<file path="config.mk">
export PLATFORM = sky130hd
export DESIGN_NAME = framebuffer_scanout_flat
export DESIGN_NICKNAME = d
export VERILOG_FILES = /design/src/rtl/framebuffer_scanout_if.sv /design/src/rtl/framebuffer_scanout.sv /design/src/flat_wrapper.sv
export SDC_FILE = /design/constraint.sdc
export NUM_CORES = 1
export LEC_CHECK = 0
export CAP_MARGIN = 20
export CORE_MARGIN = 2
export CORE_UTILIZATION = 40
export DETAILED_ROUTE_END_ITERATION = 10
export GPL_ROUTABILITY_DRIVEN = 0
export MAX_ROUTING_LAYER = met4
export PLACE_DENSITY_LB_ADDON = 0.3
export SLEW_MARGIN = 20
export SYNTH_ARGS = -nofsm -noshare
export SYNTH_HDL_FRONTEND = slang
export SYNTH_SLANG_ARGS = --single-unit
</file>
<file path="constraint.sdc">
create_clock -name clk -period 6.35 [get_ports clk]
set_input_delay 1.5875 -clock clk [delete_from_list [all_inputs] [get_ports clk]]
set_output_delay 1.5875 -clock clk [all_outputs]
set_load 0.05 [all_outputs]
</file>
<file path="src/rtl/framebuffer_scanout_if.sv">
// BRAM read port between the scanout engine and the framebuffer memory.
// The scanout side drives the {buffer, pixel} address and consumes the data word.
interface framebuffer_scanout_if #(
  parameter int PIX_ADDR_BITS      = 18,
  parameter int PADDED_COLOR_WIDTH = 16
);
  logic [PIX_ADDR_BITS:0]          bram_addr;
  logic [PADDED_COLOR_WIDTH-1:0]   bram_dout;

  modport master (output bram_addr, input bram_dout);
  modport slave  (input bram_addr, output bram_dout);
endinterface

</file>
<file path="src/rtl/framebuffer_scanout.sv">
// Framebuffer read side: upscaled VGA scanout from the displayed buffer with
// sync/blank aligned to BRAM latency, plus the frame-boundary buffer-swap handshake.
module framebuffer_scanout #(
  parameter int FRAME_WIDTH        = 512,
  parameter int FRAME_HEIGHT       = 384,
  parameter int SCALE_SHIFT        = 1,
  parameter int COORD_BITS         = 16,
  parameter int PIX_ADDR_BITS      = 18,
  parameter int BRAM_LATENCY       = 2,
  parameter int COLOR_WIDTH        = 12,
  parameter int PADDED_COLOR_WIDTH = 16
) (
  input  logic                  clk,
  input  logic                  rst_n,
  input  logic [COORD_BITS-1:0] hcount_in,
  input  logic [COORD_BITS-1:0] vcount_in,
  input  logic                  hsync_in,
  input  logic                  vsync_in,
  input  logic                  blank_in,
  input  logic                  swap_req,
  output logic                  swap_ack,
  output logic                  read_buffer,
  output logic                  frame_start,
  output logic [3:0]            vga_r,
  output logic [3:0]            vga_g,
  output logic [3:0]            vga_b,
  output logic                  vga_hs,
  output logic                  vga_vs,
  framebuffer_scanout_if.master bram
);

  localparam int PIPE_LEN = 2 + BRAM_LATENCY;
  localparam int DLY      = PIPE_LEN - 1;
  localparam logic [COORD_BITS-1:0] FW_C = COORD_BITS'(FRAME_WIDTH);
  localparam logic [COORD_BITS-1:0] FH_C = COORD_BITS'(FRAME_HEIGHT);

  typedef enum logic {IDLE, PENDING} swap_state_t;

  swap_state_t              state_reg;
  logic                     read_buffer_reg;
  logic                     vsync_q_reg;
  logic                     vsync_armed_reg;
  logic                     vsync_edge;
  logic [PIX_ADDR_BITS:0]   addr_reg;
  logic [COORD_BITS-1:0]    x_src;
  logic [COORD_BITS-1:0]    y_src;
  logic [PIX_ADDR_BITS-1:0] pix_idx;
  logic                     in_range;
  logic [2:0]               tap_in;
  logic [2:0]               tap_out;
  logic [3:0]               vga_r_reg, vga_g_reg, vga_b_reg;
  logic                     vga_hs_reg, vga_vs_reg;
  logic                     unused_dout_bits;

  assign x_src    = hcount_in >> SCALE_SHIFT;
  assign y_src    = vcount_in >> SCALE_SHIFT;
  assign in_range = (x_src < FW_C) && (y_src < FH_C) && !blank_in;
  assign pix_idx  = PIX_ADDR_BITS'(y_src) * PIX_ADDR_BITS'(FRAME_WIDTH) + PIX_ADDR_BITS'(x_src);

  always_ff @(posedge clk) begin
    if (!rst_n) begin
      addr_reg <= '0;
    end else begin
      addr_reg <= {read_buffer_reg, in_range ? pix_idx : '0};
    end
  end

  assign bram.bram_addr = addr_reg;

  // Delay line carries {in_range, vsync, hsync}; the final stage is the output register.
  assign tap_in = {in_range, vsync_in, hsync_in};

  genvar gi;
  generate
    for (gi = 0; gi < DLY; gi++) begin : g_dly
      logic [2:0] stage_reg;
      if (gi == 0) begin : g_head
        always_ff @(posedge clk) begin
          if (!rst_n) stage_reg <= '0;
          else        stage_reg <= tap_in;
        end
      end else begin : g_tail
        always_ff @(posedge clk) begin
          if (!rst_n) stage_reg <= '0;
          else        stage_reg <= g_dly[gi-1].stage_reg;
        end
      end
    end
  endgenerate

  assign tap_out = g_dly[DLY-1].stage_reg;

  always_ff @(posedge clk) begin
    if (!rst_n) begin
      vga_r_reg  <= '0;
      vga_g_reg  <= '0;
      vga_b_reg  <= '0;
      vga_hs_reg <= 1'b1;
      vga_vs_reg <= 1'b1;
    end else begin
      vga_r_reg  <= tap_out[2] ? bram.bram_dout[COLOR_WIDTH-1 -: 4] : 4'd0;
      vga_g_reg  <= tap_out[2] ? bram.bram_dout[COLOR_WIDTH-5 -: 4] : 4'd0;
      vga_b_reg  <= tap_out[2] ? bram.bram_dout[3:0]                : 4'd0;
      vga_hs_reg <= ~tap_out[0];
      vga_vs_reg <= ~tap_out[1];
    end
  end

  assign unused_dout_bits = ^bram.bram_dout[PADDED_COLOR_WIDTH-1:COLOR_WIDTH];

  assign vga_r  = vga_r_reg;
  assign vga_g  = vga_g_reg;
  assign vga_b  = vga_b_reg;
  assign vga_hs = vga_hs_reg;
  assign vga_vs = vga_vs_reg;

  // Edges only count once vsync has been seen low after reset, so a vsync
  // already high at reset release does not look like a new frame.
  assign vsync_edge  = vsync_in & ~vsync_q_reg & vsync_armed_reg;
  assign frame_start = vsync_edge;
  assign swap_ack    = (state_reg == PENDING) & vsync_edge;
  assign read_buffer = read_buffer_reg;

  always_ff @(posedge clk) begin
    if (!rst_n) begin
      state_reg       <= IDLE;
      read_buffer_reg <= 1'b0;
      vsync_q_reg     <= 1'b0;
      vsync_armed_reg <= 1'b0;
    end else begin
      vsync_q_reg <= vsync_in;
      if (!vsync_in) vsync_armed_reg <= 1'b1;
      case (state_reg)
        IDLE: begin
          if (swap_req) state_reg <= PENDING;
        end
        PENDING: begin
          if (vsync_edge) begin
            read_buffer_reg <= ~read_buffer_reg;
            state_reg       <= IDLE;
          end
        end
        default: state_reg <= IDLE;
      endcase
    end
  end

endmodule

</file>
<file path="src/flat_wrapper.sv">
// flat-port wrapper written by rule: the top's interface ports become plain ports
module framebuffer_scanout_flat 
#(
  parameter int FRAME_WIDTH        = 512,
  parameter int FRAME_HEIGHT       = 384,
  parameter int SCALE_SHIFT        = 1,
  parameter int COORD_BITS         = 16,
  parameter int PIX_ADDR_BITS      = 18,
  parameter int BRAM_LATENCY       = 2,
  parameter int COLOR_WIDTH        = 12,
  parameter int PADDED_COLOR_WIDTH = 16
)
  (clk, rst_n, hcount_in, vcount_in, hsync_in, vsync_in, blank_in, swap_req, swap_ack, read_buffer, frame_start, vga_r, vga_g, vga_b, vga_hs, vga_vs, bram_bram_addr, bram_bram_dout);
  framebuffer_scanout_if #(.PIX_ADDR_BITS(PIX_ADDR_BITS), .PADDED_COLOR_WIDTH(PADDED_COLOR_WIDTH)) bram_i ();
  input  logic clk;
  input  logic rst_n;
  input  logic [COORD_BITS-1:0] hcount_in;
  input  logic [COORD_BITS-1:0] vcount_in;
  input  logic hsync_in;
  input  logic vsync_in;
  input  logic blank_in;
  input  logic swap_req;
  output logic swap_ack;
  output logic read_buffer;
  output logic frame_start;
  output logic [3:0] vga_r;
  output logic [3:0] vga_g;
  output logic [3:0] vga_b;
  output logic vga_hs;
  output logic vga_vs;
  output wire logic [$bits(bram_i.bram_addr)-1:0] bram_bram_addr;
  input wire logic [$bits(bram_i.bram_dout)-1:0] bram_bram_dout;
  assign bram_bram_addr = bram_i.bram_addr;
  assign bram_i.bram_dout = bram_bram_dout;
  framebuffer_scanout #(.FRAME_WIDTH(FRAME_WIDTH), .FRAME_HEIGHT(FRAME_HEIGHT), .SCALE_SHIFT(SCALE_SHIFT), .COORD_BITS(COORD_BITS), .PIX_ADDR_BITS(PIX_ADDR_BITS), .BRAM_LATENCY(BRAM_LATENCY), .COLOR_WIDTH(COLOR_WIDTH), .PADDED_COLOR_WIDTH(PADDED_COLOR_WIDTH)) u_core (.clk(clk), .rst_n(rst_n), .hcount_in(hcount_in), .vcount_in(vcount_in), .hsync_in(hsync_in), .vsync_in(vsync_in), .blank_in(blank_in), .swap_req(swap_req), .swap_ack(swap_ack), .read_buffer(read_buffer), .frame_start(frame_start), .vga_r(vga_r), .vga_g(vga_g), .vga_b(vga_b), .vga_hs(vga_hs), .vga_vs(vga_vs), .bram(bram_i));
endmodule
</file>
==> run summary, run 1 <==
Height of the die = 66.3 um
Drt drc = 0
Total negative setup slack = 0 ns
# clock sinks = 45
Top Ports = 90
Top delay family on crit path = buffers and inverters
Critical Path RT = 4.76 ns
Setup WS pre-CTS = 1.42 ns
Max FFs per register = 19
Routed len/inst = 12.5 um
Setup Buffers After CTS = 0
Avg Vias per Cell = 4.65
Worst-case reg-to-reg path depth = 4
CTS H-Tree Depth = 2
Sequential group share of total power = 50.7%
Slew margin rel. = 57.4%
Num rows = 22
Global-route wire length before repair = 5410 um
Grt ovf = 0
Worst Hold End = u_core.vga_hs
Final total power = 565 uW
Endpoints failing setup = 0
Reg2reg setup slack = 5.26 ns
DP HPWL = 2740 um
Worst IR Drop VDD = 0.108 mV
Largest net degree at the start of global routing = 28
Status = complete, no violations
CP Capture Type = primary output
Fraction of layout cells with a size suffix above 1 = 5.31%
Internal Power = 453 uW
R2R Path Start = u_core.vsync_armed_reg
Dpl cell area = 2420 um^2
TritonRoute pass-1 iters = 4
Leakage power total = 1.04 nW
Syn_area_per_cell = 11.2 um^2
Critical path class = in -> out
RSZ-0062 raised after global routing = no
CP peak stage delay = 0.86 ns
Final WL = 3430 um
Area Overhead vs Synth = 63.5%
Core Region = 3690 um^2
Layout Skew = 0.00566 ns
Final hold violations = 0
Max Cap Violations = 0
Yosys reg bits = 45
Clock Latency Late Sink = 0.29 ns
Worst path most repeated cell = clkdlybuf4s50_1
Post-DRT Antenna Nets = 0
Port buffer count = 83
Final slew viol count = 0
# nets final = 286
Net Sw Frac = 19.8%
Final Worst Setup Slack = 1.43 ns
Worst Path Buf+Inv = 2
Worst slew pin tran = 0.637 ns
Total track usage = 16.8%
CP Cell Sequence = clkdlybuf4s50_1 > nand2_1 > nor3b_2 > clkdlybuf4s50_1
Starting density of the core = 42.1%
Antenna cell count = 0
Pwr Density = 223 nW/um^2
CP Launch Type = input pin
Synth unique cells = 31
TritonCTS buffer count = 5
Syn nets = 200
Antenna violations before repair = 0
Placed instance count = 266
Cells after Synth = 139
Sequential-to-total area share from yosys stat = 58.1%
Clk buf depth = 2
Vias in the first global route = 1281
Clock share of power = 37.9%
Width of the die = 66.3 um
Fin crit share = 77.5%
CTS tree = built
Clock Pin Slew Worst Setup and Hold Paths = 0.07 ns
Slowest stage cell, crit path = clkdlybuf4s50_1
Mapped Area = 1550 um^2
Data arrival time of the worst path = 3.34 ns
RR Endpoint = u_core.read_buffer
NetSw = 112 uW
Logic pwr share = 11.4%
Finished Cell Area = 2540 um^2
Total number of vias = 1273
Hold Crit Start = u_core.g_dly[2].stage_reg[0]
Hold/Removal Path Class = reg -> reg
Root Driver = clkbuf_8
Post-cts resize count = 0
Hold_buf cts = 0
Tmin final = 4.92 ns
Initial DRC count = 41
Die area = 4390 um^2
Maximum clock frequency = 0.203 GHz
Non-filler cells, final = 274
Hold Path Cell Cnt = 1
Crit path max fanout = 3
Synth warn = 0
[metal layers]
metal,routed length [um],up-vias,global-route usage (%)
li1,-,645,-
met1,1320,573,16.3
met2,1830,51,31.4
met3,234,4,5.62
met4,48,0,5.10
met5,0,-,-
[stage by stage]
| stage | utilization, % | hold WS [ns] |
|---|---|---|
| 3_3_place_gp | 65.6 | 0.355 |
| 5_1_grt | 68.8 | 0.401 |
| 2_1_floorplan | - | 0.352 |
| 3_5_place_dp | 65.6 | 0.361 |
| 6_report | 68.8 | 0.374 |
| 4_1_cts | 68.8 | 0.379 |
[layout make-up]
type / count / area [um^2]
fill: 279 / 1150
multi-input combinational: 88 / 619
timing repair buffer: 83 / 831
clock buffer: 7 / 86.3
tap: 48 / 60.1
sequential: 45 / 901
inverter: 2 / 8.76
clock inverter: 1 / 30.0
[synth_stat cells]
cell | n | share of area, %
mux2i_1 | 2 | 1.3
nor4b_4 | 1 | 1.5
nor4_1 | 2 | 0.81
nor2_1 | 5 | 1.2
clkinv_2 | 1 | 0.32
nand3_1 | 1 | 0.32
a211oi_1 | 5 | 2.4
nand2_1 | 6 | 1.5
nor3b_2 | 1 | 0.81
o21ai_0 | 4 | 1.3
xor2_1 | 1 | 0.56
nor3_1 | 3 | 0.97
o21a_1 | 2 | 0.97
o21ai_2 | 1 | 0.56
o21bai_1 | 2 | 0.97
a21o_1 | 2 | 0.97
fa_1 | 1 | 1.3
nand2b_1 | 2 | 0.81
nand4_2 | 1 | 0.81
and2_1 | 21 | 8.5
ha_1 | 6 | 4.8
xnor2_1 | 1 | 0.56
or3_1 | 1 | 0.40
a21boi_0 | 1 | 0.48
clkbuf_1 | 3 | 0.73
dfxtp_1 | 45 | 58
buf_6 | 1 | 0.73
and3_1 | 12 | 4.8
o21ai_1 | 1 | 0.32
inv_1 | 1 | 0.24
a21oi_1 | 3 | 0.97
[worst max-delay path by stage]
stage / startpoint / cells past startpoint / endpoint / slack (ns)
final: vsync_in / 4 / swap_ack / 1.43
after global routing: vsync_in / 4 / swap_ack / 1.37
after detailed placement: vsync_in / 4 / swap_ack / 1.42
after CTS: vsync_in / 4 / swap_ack / 1.41
after floorplan: vsync_in / 2 / swap_ack / 2.36
after global placement: vsync_in / 4 / swap_ack / 1.51
[cells by family (layout without fill, tap and decap cells)]
logic type | after synthesis | after routing | synth area share (%)
flip-flops | 45 | 45 | 58.1
AND/OR/NAND/NOR | 56 | 56 | 22.4
multiplexers | 2 | 2 | 1.29
XOR/XNOR | 2 | 2 | 1.13
AO/OA/AOI/OAI | 21 | 21 | 8.95
adder cells (fa/ha/maj) | 7 | 7 | 6.13
buffers and inverters | 6 | 93 | 2.02
[layout by cell type (no fill, tap or decap)]
master,instances
nand4_2,1
o21a_1,2
a21boi_0,1
or3_1,1
clkbuf_8,6
clkbuf_1,1
nand2b_1,2
nor4_1,2
inv_1,1
o21bai_1,2
o21ai_0,4
clkinv_2,1
ha_1,6
nor3_1,3
o21ai_2,1
o21ai_1,1
clkdlybuf4s50_1,83
nor2_1,5
bufinv_16,1
and2_1,21
dfxtp_1,45
a21oi_1,3
nand3_1,1
nor3b_2,1
mux2i_1,2
a211oi_1,5
a21o_1,2
xor2_1,1
nor4b_4,1
nand2_1,6
fa_1,1
xnor2_1,1
and3_1,12
[power by group through the flow]
| stage | sequential, mW | clock, mW | combinational (mW) |
|---|---|---|---|
| finish | 0.286 | 0.214 | 0.0642 |
| global route | 0.287 | 0.234 | 0.0698 |
| CTS | 0.286 | 0.220 | 0.0645 |
| detailed placement | 0.293 | 0 | 0.0639 |
| global placement | 0.293 | 0 | 0.0626 |
| floorplan | 0.294 | 0 | 0.0249 |
Power figures use the tool's default switching activity.
==> inputs of run 2 (changes only) <==
--- a/config.mk
+++ b/config.mk
@@ -7,7 +7,7 @@
 export LEC_CHECK = 0
 export CAP_MARGIN = 20
 export CORE_MARGIN = 2
-export CORE_UTILIZATION = 40
+export CORE_UTILIZATION = 33
 export DETAILED_ROUTE_END_ITERATION = 10
 export GPL_ROUTABILITY_DRIVEN = 0
 export MAX_ROUTING_LAYER = met4
==> constraint.sdc (replaced) <==
create_clock -name clk -period 4 [get_ports clk]
set_input_delay 1 -clock clk [delete_from_list [all_inputs] [get_ports clk]]
set_output_delay 1 -clock clk [all_outputs]
set_load 0.05 [all_outputs]
==> run 2 against run 1 <==
  * First-iteration DRC count increased by 56%
  * Register-to-register slack got worse by 2.3 ns
  * Sequential power increased by 59%
  * Critical path depth unchanged
  * Non-clock buffer count increased by 1
  * Count of clock-buffer cells in the layout decreased by 2
  * Largest power group unchanged
==> run summary, run 2 (synthesis gave the netlist of run 1 again) <==
TritonCTS buffer count = 5 (unchanged)
Non-filler cells, final = 279 (was 274)
Slew margin rel. = 65.2% (was 57.4%)
Pwr Density = 330 nW/um^2 (was 223 nW/um^2)
Tmin final = 3.47 ns
Global-route wire length before repair = 5320 um (was 5410 um)
CP Launch Type = input pin (unchanged)
Routed len/inst = 11.5 um (was 12.5 um)
# nets final = 287 (was 286)
Initial DRC count = 64 (was 41)
Critical Path RT = 3.00 ns (was 4.76 ns)
CP Cell Sequence = clkdlybuf4s50_1 > nand2_1 > nor2_1 > clkdlybuf4s50_1 (was clkdlybuf4s50_1 > nand2_1 > nor3b_2 > clkdlybuf4s50_1)
Layer with the highest usage = met2 (unchanged)
Fin crit share = 86.8%
Clk buf depth = 2 (unchanged)
Clock Latency Late Sink = 0.29 ns (about the same)
Num rows = 24 (was 22)
Status = complete, no violations (unchanged)
Die area = 5270 um^2 (was 4390 um^2)
Avg Vias per Cell = 4.59 (was 4.65)
Hold_buf cts = 0 (unchanged)
Largest net degree at the start of global routing = 28 (unchanged)
Slowest stage cell, crit path = clkdlybuf4s50_1 (unchanged)
Starting density of the core = 34.9% (was 42.1%)
CTS tree = built (unchanged)
CP peak stage delay = 0.80 ns (was 0.86 ns)
Antenna cell count = 0 (unchanged)
Port buffer count = 83 (unchanged)
Area Overhead vs Synth = 62.4% (was 63.5%)
Max Cap Violations = 0 (unchanged)
# clock sinks = 45 (unchanged)
Grt ovf = 0 (unchanged)
Highest-count cells in the layout ignoring fill and taps = clkdlybuf4s50_1, dfxtp_1, and2_1 (unchanged)
Dpl cell area = 2430 um^2 (was 2420 um^2)
DP HPWL = 2520 um (was 2740 um)
CTS H-Tree Depth = 2 (unchanged)
Worst path most repeated cell = clkdlybuf4s50_1 (unchanged)
Hold/Removal Path Class = reg -> reg (unchanged)
TritonRoute pass-1 iters = 4 (unchanged)
Total number of vias = 1281 (was 1273)
Layout Skew = 0.00202 ns (was 0.00566 ns)
Leakage power total = 1.03 nW (was 1.04 nW)
Worst slew pin tran = 0.521 ns (was 0.637 ns)
Crit path max fanout = 3 (unchanged)
Antenna violations before repair = 0 (unchanged)
Post-cts resize count = 0 (unchanged)
Met1 Use GR = 14.4% (was 16.3%)
GRT met3 Usage = 5.00% (was 5.62%)
Width of the die = 72.6 um (was 66.3 um)
Maximum clock frequency = 0.288 GHz
Final hold violations = 0 (unchanged)
Max FFs per register = 19 (unchanged)
Endpoints failing setup = 0 (unchanged)
Total track usage = 13.3% (was 16.8%)
Fraction of layout cells with a size suffix above 1 = 6.61% (was 5.31%)
Drt drc = 0 (unchanged)
Finished Cell Area = 2520 um^2 (was 2540 um^2)
CP Capture Type = primary output (unchanged)
Most common cell after layout, fill and taps aside = clkdlybuf4s50_1 (unchanged)
Vias in the first global route = 1222 (was 1281)
Final slew viol count = 0 (unchanged)
Placed instance count = 271 (was 266)
GR Util met2 = 22.8% (was 31.4%)
RSZ-0062 raised after global routing = no (unchanged)
Height of the die = 72.6 um (was 66.3 um)
Setup Buffers After CTS = 0 (unchanged)
Data arrival time of the worst path = 2.47 ns (was 3.34 ns)
Final WL = 3200 um (was 3430 um)
Hold_ws = 0.379 ns (was 0.374 ns)
Root Driver = clkbuf_8 (unchanged)
Reg2reg setup slack = 2.96 ns (was 5.26 ns)
Critical path class = in -> out (unchanged)
Post-DRT Antenna Nets = 0 (unchanged)
Worst IR Drop VDD = 0.134 mV (was 0.108 mV)
Core Region = 4440 um^2 (was 3690 um^2)
Top Ports = 90 (unchanged)
Total negative setup slack = 0 ns (unchanged)
Clock Pin Slew Worst Setup and Hold Paths = 0.08 ns (was 0.07 ns)
-- run 2: changes by cell type in the layout (fill, tap and decap cells not counted) --
cell	before	now
buf_4	0	2
bufinv_16	1	0
clkbuf_1	1	0
clkbuf_8	6	5
clkdlybuf4s50_1	83	82
clkinv_2	1	2
clkinvlp_4	0	1
inv_6	0	1
-- run 2: layout make-up --
type	count	area, um^2
timing repair buffer	84	836
tap	52	65.1
fill	394	1920
multi-input combinational	88	619
inverter	2	8.76
sequential	45	901
clock buffer	5	68.8
clock inverter	3	21.3
-- run 2: critical path: cells and delay by family --
| family | cells | cell delay, ns |
|---|---|---|
| buffers and inverters | 2 | 1.29 |
| and+or+nand+nor | 2 | 0.17 |
-- run 2: power breakdown --
| group | leakage [nW] | total (mW) | internal, mW | switching, mW |
|---|---|---|---|---|
| Combinational | 0.626 | 0.101 | 0.0630 | 0.0384 |
| Clock | 0.0445 | 0.275 | 0.124 | 0.152 |
| Sequential | 0.364 | 0.454 | 0.452 | 0.00178 |
-- run 2: final timing paths --
check,depth (start not counted),from,end
max,4,vsync_in,frame_start
min,1,u_core.g_dly[2].stage_reg[1],u_core.vga_vs
max reg2reg,4,u_core.vsync_armed_reg,u_core.read_buffer
min reg2reg,1,u_core.g_dly[2].stage_reg[1],u_core.vga_vs
-- run 2: routing by layer --
metal  up-vias  share of wire, %
met5         -                 0
met4         0              0.44
met3         2               8.8
met2        61                50
met1       571                41
li1        647                 -
-- run 2: metrics by stage --
stage | power (mW) | setup WS [ns] | util, %
floorplan | 0.507 | 1.18 | -
global placement | 0.565 | 0.531 | 54.7
detailed placement | 0.567 | 0.528 | 54.7
CTS | 0.847 | 0.523 | 56.7
global route | 0.872 | 0.466 | 56.7
finish | 0.831 | 0.529 | 56.7
==> inputs of run 3 (changes only) <==
==> constraint.sdc (replaced) <==
create_clock -name clk -period 4 [get_ports clk]
set_input_delay 0.6 -clock clk [delete_from_list [all_inputs] [get_ports clk]]
set_output_delay 0.6 -clock clk [all_outputs]
set_load 0.05 [all_outputs]
==> run 3 against run 2 <==
  * Sequential cell count stayed put
  * Final cell count is the same
  * Critical path type unchanged
  * Worst setup slack better by 0.56 ns
  * Global-route usage down 0.14 points
  * Wire length down 0.50%
==> run summary, run 3 (synthesis gave the netlist of run 1 again) <==
Die area = 5270 um^2 (unchanged)
Critical Path RT = 3.40 ns (was 3.00 ns)
Worst Path Buf+Inv = 2 (unchanged)
Worst path most repeated cell = clkdlybuf4s50_1 (unchanged)
Antenna violations before repair = 0 (unchanged)
Final hold violations = 0 (unchanged)
# clock sinks = 45 (unchanged)
Tmin final = 2.91 ns (was 3.47 ns)
Port buffer count = 83 (unchanged)
Clk buf depth = 2 (unchanged)
Data arrival time of the worst path = 2.31 ns (was 2.47 ns)
Final slew viol count = 0 (unchanged)
Sequential group share of total power = 53.9% (was 54.6%)
Highest-count cells in the layout ignoring fill and taps = clkdlybuf4s50_1, dfxtp_1, and2_1 (unchanged)
GRT met3 Usage = 5.14% (was 5.00%)
CTS tree = built (unchanged)
Fin crit share = 72.7% (was 86.8%)
Avg Vias per Cell = 4.51 (was 4.59)
CP Launch Type = input pin (unchanged)
CTS H-Tree Depth = 2 (unchanged)
Core Region = 4440 um^2 (unchanged)
Slew margin rel. = 65.0% (was 65.2%)
Initial DRC count = 31 (was 64)
Routed len/inst = 11.4 um (was 11.5 um)
Critical path class = in -> out (unchanged)
Top Ports = 90 (unchanged)
Largest net degree at the start of global routing = 28 (unchanged)
Met1 Use GR = 15.0% (was 14.4%)
Num rows = 24 (unchanged)
Hold_buf cts = 0 (unchanged)
Most common cell after layout, fill and taps aside = clkdlybuf4s50_1 (unchanged)
CP Capture Type = primary output (unchanged)
Clock share of power = 34.0% (was 33.1%)
Worst IR Drop VDD = 0.140 mV (was 0.134 mV)
Logic pwr share = 12.1% (was 12.2%)
Maximum clock frequency = 0.344 GHz (was 0.288 GHz)
Worst slew pin tran = 0.523 ns (was 0.521 ns)
Slowest stage cell, crit path = clkdlybuf4s50_1 (unchanged)
Antenna cell count = 0 (unchanged)
CP Cell Sequence = clkdlybuf4s50_1 > nand2_1 > nor3b_2 > clkdlybuf4s50_1 (was clkdlybuf4s50_1 > nand2_1 > nor2_1 > clkdlybuf4s50_1)
TritonRoute pass-1 iters = 3 (was 4)
Area Overhead vs Synth = 63.0% (was 62.4%)
Setup Buffers After CTS = 0 (unchanged)
Hold_ws = 0.374 ns (was 0.379 ns)
Endpoints failing setup = 0 (unchanged)
CP peak stage delay = 0.85 ns (was 0.80 ns)
Fraction of layout cells with a size suffix above 1 = 6.17% (was 6.61%)
Status = complete, no violations (unchanged)
Root Driver = clkbuf_8 (unchanged)
Layer with the highest usage = met2 (unchanged)
Width of the die = 72.6 um (unchanged)
Top delay family on crit path = buffers and inverters (unchanged)
Net Sw Frac = 22.1% (was 23.1%)
Post-cts resize count = 0 (unchanged)
TritonCTS buffer count = 5 (unchanged)
Starting density of the core = 34.9% (unchanged)
Final WL = 3190 um (was 3200 um)
Post-DRT Antenna Nets = 0 (unchanged)
RSZ-0062 raised after global routing = no (unchanged)
Pwr Density = 333 nW/um^2 (was 330 nW/um^2)
Area of the multi-input gates = 619 um^2 (unchanged)
Total track usage = 13.2% (was 13.3%)
Max Cap Violations = 0 (unchanged)
Total negative setup slack = 0 ns (unchanged)
NetSw = 186 uW (was 192 uW)
Vias in the first global route = 1227 (was 1222)
Internal Power = 655 uW (was 639 uW)
Global-route wire length before repair = 5330 um (was 5320 um)
Hold/Removal Path Class = reg -> reg (unchanged)
Drt drc = 0 (unchanged)
Leakage power total = 1.04 nW (was 1.03 nW)
Core Util, Final = 56.9% (was 56.7%)
Crit path max fanout = 3 (unchanged)
Max FFs per register = 19 (unchanged)
Layout Skew = 0.000919 ns (was 0.00202 ns)
Grt ovf = 0 (unchanged)
# nets final = 287 (unchanged)
Clock Pin Slew Worst Setup and Hold Paths = 0.08 ns (about the same)
Seq. cell area = 901 um^2 (unchanged)
Fill count = 388 (was 394)
Clock Latency Late Sink = 0.29 ns (about the same)
Final total power = 842 uW (was 831 uW)
DP HPWL = 2470 um (was 2520 um)
Height of the die = 72.6 um (unchanged)
Total number of vias = 1258 (was 1281)
GR Util met2 = 21.9% (was 22.8%)
-- run 3: cell types whose count changed in the layout (fill, tap and decap cells not counted) --
| cell | change |
|---|---|
| clkinv_4 | +1 |
| clkinvlp_4 | -1 |
| buf_4 | -1 |
| clkbuf_8 | +1 |
| clkdlybuf4s50_1 | +1 |
| inv_6 | -1 |
-- run 3: cell type report --
cell class | instances | area share, %
Sequential cell | 45 | 35.6
Clock inverter | 2 | 0.544
Inverter | 2 | 0.346
Timing Repair Buffer | 84 | 33.2
Multi-Input combinational cell | 88 | 24.5
Tap cell | 52 | 2.57
Clock buffer | 6 | 3.27
-- run 3: per-layer routing --
layer / part of all wire (%) / up-vias
met5: 0 / -
met4: 0.44 / 0
met2: 47 / 59
met1: 43 / 549
li1: - / 648
met3: 9.7 / 2
-- run 3: worst paths after layout --
check / cells past startpoint / start / slack [ns] / endpoint
setup reg to reg: 4 / u_core.vsync_armed_reg / 2.97 / u_core.read_buffer
hold reg to reg: 1 / u_core.g_dly[2].stage_reg[0] / 0.37 / u_core.vga_hs
setup / recovery: 4 / vsync_in / 1.09 / swap_ack
hold / removal: 1 / u_core.g_dly[2].stage_reg[0] / 0.37 / u_core.vga_hs
-- run 3: power by group through the flow --
stage	combinational (mW)	sequential [mW]	clock, mW
global placement	0.100	0.465	0
floorplan	0.0395	0.467	0
detailed placement	0.102	0.465	0
global route	0.112	0.455	0.317
finish	0.101	0.454	0.286
CTS	0.102	0.454	0.300
-- run 3: per-stage QoR --
step / setup slack (ns) / instances / area (um^2)
global route: 0.971 / 279 / 2530
finish: 1.09 / 279 / 2530
detailed placement: 1.08 / 271 / 2430
global placement: 1.11 / 271 / 2430
floorplan: 1.90 / 139 / 1550
CTS: 1.07 / 279 / 2530
